==> src/rtl/output_port_bank_if.sv <==
// Write/drain bundle for output_port_bank: the pipeline write port plus the per-port
// valid/ready drain channels, flattened as NUM_PORTS lanes of DATA_W.
interface output_port_bank_if #(
    parameter int unsigned DATA_W    = 8,
    parameter int unsigned NUM_PORTS = 4
);
    localparam int unsigned SEL_W = $clog2(NUM_PORTS);

    logic                        wr_en;
    logic [SEL_W-1:0]            wr_port;
    logic [DATA_W-1:0]           wr_data;
    logic                        wr_stall;
    logic [NUM_PORTS*DATA_W-1:0] out_data;
    logic [NUM_PORTS-1:0]        out_valid;
    logic [NUM_PORTS-1:0]        out_ready;
    logic [NUM_PORTS-1:0]        port_full;

    modport master (
        output wr_en, wr_port, wr_data, out_ready,
        input  wr_stall, out_data, out_valid, port_full
    );

    modport slave (
        input  wr_en, wr_port, wr_data, out_ready,
        output wr_stall, out_data, out_valid, port_full
    );
endinterface

==> src/rtl/output_port_bank.sv <==
// Bank of NUM_PORTS circular FIFOs fed by OUT instructions from ID/EX; each port drains over
// valid/ready and a write to a full port stalls the pipeline instead of dropping data.
module output_port_bank #(
    parameter int unsigned DATA_W    = 8,
    parameter int unsigned NUM_PORTS = 4,
    parameter int unsigned DEPTH     = 4
) (
    input logic               clk,
    input logic               rst,
    output_port_bank_if.slave bus
);
    localparam int unsigned SEL_W = $clog2(NUM_PORTS);
    localparam int unsigned PTR_W = $clog2(DEPTH);
    localparam int unsigned CNT_W = $clog2(DEPTH + 1);

    logic [DATA_W-1:0]    r_mem  [NUM_PORTS][DEPTH];
    logic [PTR_W-1:0]     r_rptr [NUM_PORTS];
    logic [PTR_W-1:0]     r_wptr [NUM_PORTS];
    logic [CNT_W-1:0]     r_cnt  [NUM_PORTS];

    logic [NUM_PORTS-1:0] w_valid;
    logic [NUM_PORTS-1:0] w_full;
    logic [NUM_PORTS-1:0] w_pop;
    logic [NUM_PORTS-1:0] w_push;
    logic                 w_port_ok;

    // Only matters for non-power-of-2 NUM_PORTS: out-of-range writes are dropped silently.
    assign w_port_ok = 32'(bus.wr_port) < NUM_PORTS;

    always_comb begin
        w_valid        = '0;
        w_full         = '0;
        w_pop          = '0;
        w_push         = '0;
        bus.out_data   = '0;
        for (int unsigned p = 0; p < NUM_PORTS; p++) begin
            w_valid[p] = r_cnt[p] != '0;
            w_full[p]  = r_cnt[p] == CNT_W'(DEPTH);
            w_pop[p]   = w_valid[p] && bus.out_ready[p];
            // A pop in the same cycle does not free room for a write to a full port.
            w_push[p]  = bus.wr_en && w_port_ok && (bus.wr_port == SEL_W'(p)) && !w_full[p];
            if (w_valid[p]) begin
                bus.out_data[p*DATA_W +: DATA_W] = r_mem[p][r_rptr[p]];
            end
        end
    end

    assign bus.wr_stall  = bus.wr_en && w_port_ok && w_full[bus.wr_port];
    assign bus.out_valid = w_valid;
    assign bus.port_full = w_full;

    always_ff @(posedge clk or posedge rst) begin
        if (rst) begin
            for (int unsigned p = 0; p < NUM_PORTS; p++) begin
                r_rptr[p] <= '0;
                r_wptr[p] <= '0;
                r_cnt[p]  <= '0;
            end
        end else begin
            for (int unsigned p = 0; p < NUM_PORTS; p++) begin
                if (w_push[p]) begin
                    r_wptr[p] <= r_wptr[p] + PTR_W'(1);
                end
                if (w_pop[p]) begin
                    r_rptr[p] <= r_rptr[p] + PTR_W'(1);
                end
                if (w_push[p] && !w_pop[p]) begin
                    r_cnt[p] <= r_cnt[p] + CNT_W'(1);
                end else if (!w_push[p] && w_pop[p]) begin
                    r_cnt[p] <= r_cnt[p] - CNT_W'(1);
                end
            end
        end
    end

    // Storage is not reset; out_data is masked by out_valid.
    always_ff @(posedge clk) begin
        for (int unsigned p = 0; p < NUM_PORTS; p++) begin
            if (w_push[p]) begin
                r_mem[p][r_wptr[p]] <= bus.wr_data;
            end
        end
    end
endmodule

==> src/flat_wrapper.sv <==
// flat-port wrapper written by rule: the top's interface ports become plain ports
module output_port_bank_flat 
#(
    parameter int unsigned DATA_W    = 8,
    parameter int unsigned NUM_PORTS = 4,
    parameter int unsigned DEPTH     = 4
)
  (clk, rst, bus_wr_en, bus_wr_port, bus_wr_data, bus_out_ready, bus_wr_stall, bus_out_data, bus_out_valid, bus_port_full);
  output_port_bank_if #(.DATA_W(DATA_W), .NUM_PORTS(NUM_PORTS)) bus_i ();
  input logic clk;
  input logic rst;
  input wire logic [$bits(bus_i.wr_en)-1:0] bus_wr_en;
  input wire logic [$bits(bus_i.wr_port)-1:0] bus_wr_port;
  input wire logic [$bits(bus_i.wr_data)-1:0] bus_wr_data;
  input wire logic [$bits(bus_i.out_ready)-1:0] bus_out_ready;
  output wire logic [$bits(bus_i.wr_stall)-1:0] bus_wr_stall;
  output wire logic [$bits(bus_i.out_data)-1:0] bus_out_data;
  output wire logic [$bits(bus_i.out_valid)-1:0] bus_out_valid;
  output wire logic [$bits(bus_i.port_full)-1:0] bus_port_full;
  assign bus_i.wr_en = bus_wr_en;
  assign bus_i.wr_port = bus_wr_port;
  assign bus_i.wr_data = bus_wr_data;
  assign bus_i.out_ready = bus_out_ready;
  assign bus_wr_stall = bus_i.wr_stall;
  assign bus_out_data = bus_i.out_data;
  assign bus_out_valid = bus_i.out_valid;
  assign bus_port_full = bus_i.port_full;
  output_port_bank #(.DATA_W(DATA_W), .NUM_PORTS(NUM_PORTS), .DEPTH(DEPTH)) u_core (.clk(clk), .rst(rst), .bus(bus_i));
endmodule
==> config.mk <==
export PLATFORM = sky130hd
export DESIGN_NAME = output_port_bank_flat
export DESIGN_NICKNAME = d
export VERILOG_FILES = /design/src/rtl/output_port_bank_if.sv /design/src/rtl/output_port_bank.sv /design/src/flat_wrapper.sv
export SDC_FILE = /design/constraint.sdc
export NUM_CORES = 1
export LEC_CHECK = 0
export BUFFER_PORTS_ARGS = -buffer_cell sky130_fd_sc_hd__buf_2
export CELL_PAD_IN_SITES_DETAIL_PLACEMENT = 1
export CELL_PAD_IN_SITES_GLOBAL_PLACEMENT = 2
export CORE_MARGIN = 1.5
export CORE_UTILIZATION = 28
export CTS_CLUSTER_SIZE = 24
export DETAILED_ROUTE_END_ITERATION = 10
export GPL_TIMING_DRIVEN = 0
export PLACE_DENSITY = 0.6
export SKIP_CTS_REPAIR_TIMING = 1
export SLEW_MARGIN = 40
export SYNTH_ARGS = -nofsm -noshare
export SYNTH_HDL_FRONTEND = slang
export SYNTH_SLANG_ARGS = --single-unit
==> constraint.sdc <==
create_clock -name clk -period 3.8 [get_ports clk]
set_clock_uncertainty 0.2 [all_clocks]
set_input_delay 0.19 -clock clk [delete_from_list [all_inputs] [get_ports clk]]
set_output_delay 0.19 -clock clk [all_outputs]
set_load 0.01 [all_outputs]
; ---- Word level (Yosys, flattened, before mapping)
; Memory sizes are Yosys's and may differ from the RTL's.
; Cells that the tools add are included.
[op_classes]
add_sub_neg = 16
mul = 0
n_div = 0
n_lt_le_gt_ge = 13
eq_ne = 7
shifts = 0
mux = 51
bitwise = 8
reduce_logical = 49
[ops]
columns = op, n
row1 = $mux W32, 10
row2 = $mux W8, 16
row3 = $reduce_or A32 Y1, 3
row4 = $bmux W8 S2, 4
row5 = $demux W8 S2, 4
row6 = $logic_and A1 B1 Y1, 25
row7 = $ge A3 B3 Y1 const B, 8
row8 = $mux W3, 8
row9 = $not A2 Y3, 8
row10 = $add A2 B1 Y2 const B, 8
row11 = $add A3 B1 Y3 const B, 4
row12 = $eq A3 B3 Y1 const B, 4
row13 = $logic_not A1 Y1, 12
row14 = $lt A3 B1 Y1 const B, 4
row15 = $reduce_bool A3 Y1, 4
row16 = $sub A3 B1 Y3 const B, 4
row17 = $reduce_bool A2 Y1, 4
row18 = $mux W2, 3
row19 = $mux W1, 5
row20 = $eq A2 B2 Y1 const B, 2
row21 = $lt A2 B3 Y1 const B, 1
row22 = $bmux W1 S2, 1
row23 = $eq A2 B1 Y1 const B, 1
row24 = $logic_not A2 Y1, 1
[word_totals]
register_bits = 28
latchBits = 0
mem_bits_rw = 128
mem_bits_ro = 0
in_bits = 17
out_inout_bits = 41
elab_cells = 157
memories = 1
[mem_list]
columns = name, depth, width, read_ports, rd_clocked_by_memory_dff, write_ports, line
row1 = u_core.r_mem, 4, 32, 4, 0, 1, output_port_bank.sv:16  ; logic [DATA_W-1:0] r_mem [NUM_PORTS][DEPTH];

; ---- Depth between registers and ports, before layout
[logic_depth]
word_depth = 10
ltp_mapped = 9
depth_no_buf = 8

; ---- Worst setup path after synthesis
; OpenSTA, ideal clock, no wires.
[synth_path]
kind = reg2reg
startpoint = register u_core.r_cnt[8] (netlist name)
endpoint = register u_core.r_cnt[8] (netlist name)
setup_time_ns = 0.079
t_arrival_ns = 2.020
required_time_ns = 3.521
setup_slack_ns = 1.501
stages_incl_launch_ff = 10
n_path_buf = 1
synth_period_minus_slack_ns = 2.299
cell_sequence = dfrtp_1 nor3b_2 nor4bb_1 buf_4 ha_1 inv_1 fa_1 xor2_1 nor2_1 xor2_1
[synth_via]
elab_chain_len = 6
elab_cells_between_ends = 14
classes_between = add/sub (2) / eq/ne (1) / mux (2) / reduce/logical (9)
[synth_lines]
columns = element, line
row1 = start: declaration, output_port_bank.sv:19  ; logic [CNT_W-1:0] r_cnt [NUM_PORTS];
row2 = start signal: indexed assignment, output_port_bank.sv:68  ; r_cnt[p] <= r_cnt[p] + CNT_W'(1);
row3 = start signal: indexed assignment, output_port_bank.sv:70  ; r_cnt[p] <= r_cnt[p] - CNT_W'(1);
row4 = $eq A3 B3 Y1 *, output_port_bank.sv:38  ; w_full[p] = r_cnt[p] == CNT_W'(DEPTH);
row5 = via bus_port_full[1], flat_wrapper.sv:19  ; output wire logic [$bits(bus_i.port_full)-1:0] bus_port_full;
row6 = $logic_not A1 Y1 *, output_port_bank.sv:41  ; w_push[p] = bus.wr_en && w_port_ok && (bus.wr_port == SEL_W'(p)) && !w_full[p];
row7 = $logic_and A1 B1 Y1 *, output_port_bank.sv:41
row8 = via u_core.w_push[1], output_port_bank.sv:24  ; logic [NUM_PORTS-1:0] w_push;
row9 = $logic_not A1 Y1, output_port_bank.sv:69  ; end else if (!w_push[p] && w_pop[p]) begin
row10 = $logic_and A1 B1 Y1, output_port_bank.sv:69
row11 = $reduce_bool A2 Y1 (no line), n/a
; The timed path passes the listed nets; every way through them passes the cells marked *. The select of a mux whose other input is x is not followed.
; A chain may end at the register's enable or synchronous reset.

; ---- Worst setup path in the final report
[layout_path]
startpoint = register u_core.r_cnt[8] (netlist name)
endpoint = register u_core.r_cnt[8] (netlist name)
[layout_via]
elab_chain_len = 6
elab_cells_between_ends = 14
classes_between = add/sub (2) / eq/ne (1) / mux (2) / reduce/logical (9)
[layout_lines]
columns = element, line
row1 = $eq A3 B3 Y1 *, output_port_bank.sv:38
row2 = $logic_not A1 Y1 *, output_port_bank.sv:41
row3 = $logic_and A1 B1 Y1 *, output_port_bank.sv:41
row4 = via u_core.w_push[1], output_port_bank.sv:24
row5 = $logic_not A1 Y1, output_port_bank.sv:69
row6 = $logic_and A1 B1 Y1, output_port_bank.sv:69
row7 = $reduce_bool A2 Y1 (no line), n/a
; Marked as above.

==> impl_results.md <==
- Slew Viols, Final: 0
- PortBufs: between 50 and 60
- Via density: around 4.2
- Fin crit period: 2.50 ns
- RSZ-0062 raised after global routing: false
- Max_cap viols: 0
- Mapped Area: about 6500 sq um
- Layout area overhead: 19.9%
- Row cnt: 55
- Layout cell share with drive strength beyond 1: between 30% and 40%
- Cell count after synthesis: approximately 350
- Die Width: around 160 um
- First-pass GRT wire length: 20.6 mm
- H-tree depth: 4
- Filler cells: ~2300
- Final Hold Viols: 0
- Chip height: 156 um
- Status: finished clean
- Flop and latch count out of synthesis: 156
- Startpoint Class: flop
- Worst Setup Path Type: reg -> reg
- I/O Pins: 58
- Critical Path Sink Type: flop
- Sum Neg Setup Slack: 0 ns
- Grt ovf: 0
- Arr. time, crit path: 2.65 ns
- Largest net degree at the start of global routing: 29
- # nets final: 473
- Initial antenna violation count: 0
- Netlist cell types: 25
- Endpoints failing setup: 0
- Initial drt markers: around 160
- Vias in the first global route: 3482
- Cells on worst reg2reg path: 9
- DRC violations left: 0
- Commonest non-fill, non-tap cell in the layout: edfxtp_1
- Pwr Density: ~710 nW/um^2
- Critical Path RT: a little under 4 ns
- CP max FO: 7
- Clock transition at path regs: about 0.060 ns
- Antenna fix cells: 0
- Clock tree buffer depth: 2
- Synth warn: 0
- Final period util: around two thirds
- Seq/Total Area, Yosys: around 70%
- Max Clock Freq: roughly 400 MHz
- Syn nets: ~390
- Dpl hpwl: 8.64 mm
- CTS tree: yes
- Routed Antenna Nets: 0
- Leakage power: 2.79 nW
- Hold depth: 3
- Total wire length: 13.2 mm
- Placed instance area: 7210 sq um
- Worst rel slew slack: between 50% and 60%
- CTS root buf: clkbuf_16
- Layout Utilization: about 34%
- Die ar.: roughly 24000 sq um
- Avg Cell Area, Syn: between 15 and 20 sq um
- Initial core utilization: 28.7%
- Via count: approximately 3200
- Average wire per standard cell: roughly 17 um
- Num CTS Buffers: 17
- First-pass iteration count of the detailed router: 4
- Most frequent cells in the layout: edfxtp_1, buf_2, and2_1
- Final instance area: 7830 sq um
- All-Layer GR Usage: around an eighth
- Worst IR drop on VDD: 0.288 mV
- Placer Congestion: about 0.67
- Core area: 22800 sq um
- Worst min-delay path category: in -> reg
- Worst Max-Slew Pin Slew: approximately 0.67 ns
- Later-pin clock latency in the skew report: around 0.42 ns
- Clk sinks: around 160
[flip-flops by register name, indices dropped and copies added, names as in the netlist]
signal	cells
u_core.r_mem	128
u_core.r_cnt	12
u_core.r_wptr	8
u_core.r_rptr	8
[cell families (layout without fill, tap and decap cells)]
kind of cell | after synthesis | count (layout) | share of synthesized area, %
DFF | 156 | 156 | 69.5
and+or+nand+nor | 74 | 74 | 7.75
muxes | 41 | 41 | 12.8
buffers and inverters | 26 | 126 | 1.63
adders and majority gates | 24 | 24 | 5.05
xor gates and xnor gates | 24 | 24 | 3.22
[where the power goes]
group | internal [mW] | switching (mW) | leakage (nW) | total (mW)
sequential | 2.10 | 0.149 | 1.48 | 2.24
combinational | 0.908 | 0.933 | 1.06 | 1.84
clock | 0.819 | 0.654 | 0.248 | 1.47
total | 3.82 | 1.74 | 2.79 | 5.56
[worst max-delay path, stage by stage, from the launching register on]
cell and delay (ns):
dfrtp_1 0.39, nor3b_2 0.20, nor4bb_1 0.31, buf_4 0.21, ha_1 0.19, inv_1 0.07
fa_1 0.43, xor2_1 0.17, nor2_1 0.11, xor2_1 0.15
[cell usage after synthesis]
library cell,number,area share (%)
nor4b_4,1,0.36
nor3b_2,4,0.77
nand2_1,4,0.23
xor2_1,8,1.1
mux4_2,32,11
nand3_1,4,0.31
xnor2_1,16,2.1
buf_2,4,0.31
mux4_1,1,0.40
buf_4,1,0.11
fa_1,4,1.2
inv_1,13,0.75
clkbuf_1,8,0.46
mux2_1,2,0.34
and2_1,49,4.7
nor3b_4,1,0.29
mux2_2,6,1.0
edfxtp_1,128,59
nor3_4,1,0.25
nor2_1,4,0.23
ha_1,20,3.8
or3_1,4,0.38
nor4bb_1,1,0.15
dfrtp_1,28,11
nand2_2,1,0.096
[layer usage]
layer | vias to the layer above | global-route usage [%] | share of wire (%)
li1 | 1472 | - | -
met1 | 1628 | 14.6 | 44
met2 | 61 | 19.7 | 50
met3 | 21 | 2.58 | 2.7
met4 | 0 | 6.49 | 2.8
met5 | - | 0 | 0
[metrics by stage]
| step | power (mW) | hold slack (ns) | setup slack (ns) | instances |
|---|---|---|---|---|
| after detailed placement | 4.18 | 0.156 | 1.25 | 715 |
| after global placement | 4.10 | 0.262 | 1.25 | 715 |
| final | 5.56 | 0.00303 | 1.30 | 758 |
| after global routing | 5.91 | 0.00768 | 1.09 | 758 |
| after floorplan | 3.53 | 0.0554 | 1.50 | 345 |
| after CTS | 5.66 | -0.313 | 1.22 | 747 |
[final timing paths]
path / startpoint / end / slack (ns)
min in group asynchronous: rst / u_core.r_rptr[2] / 0.23
setup reg to reg: u_core.r_cnt[8] / u_core.r_cnt[8] / 1.30
hold reg to reg: u_core.r_cnt[8] / u_core.r_cnt[8] / 0.28
max in group asynchronous: rst / u_core.r_cnt[0] / 2.73
setup / recovery: u_core.r_cnt[8] / u_core.r_cnt[8] / 1.30
hold / removal: bus_wr_en / u_core.r_wptr[6] / 0.003
[layout make-up]
cell class	instances	area (sq um)	area share (%)
Multi-Input combinational cell	163	1880	24.1
Timing Repair Buffer	68	395	5.05
Sequential cell	156	4540	58.0
Clock inverter	14	81.3	1.04
Inverter	13	48.8	0.623
Tap cell	313	392	5.00
Clock buffer	18	429	5.48
Buffer	13	57.6	0.735
No activity file was read; power rests on OpenSTA's default activity.
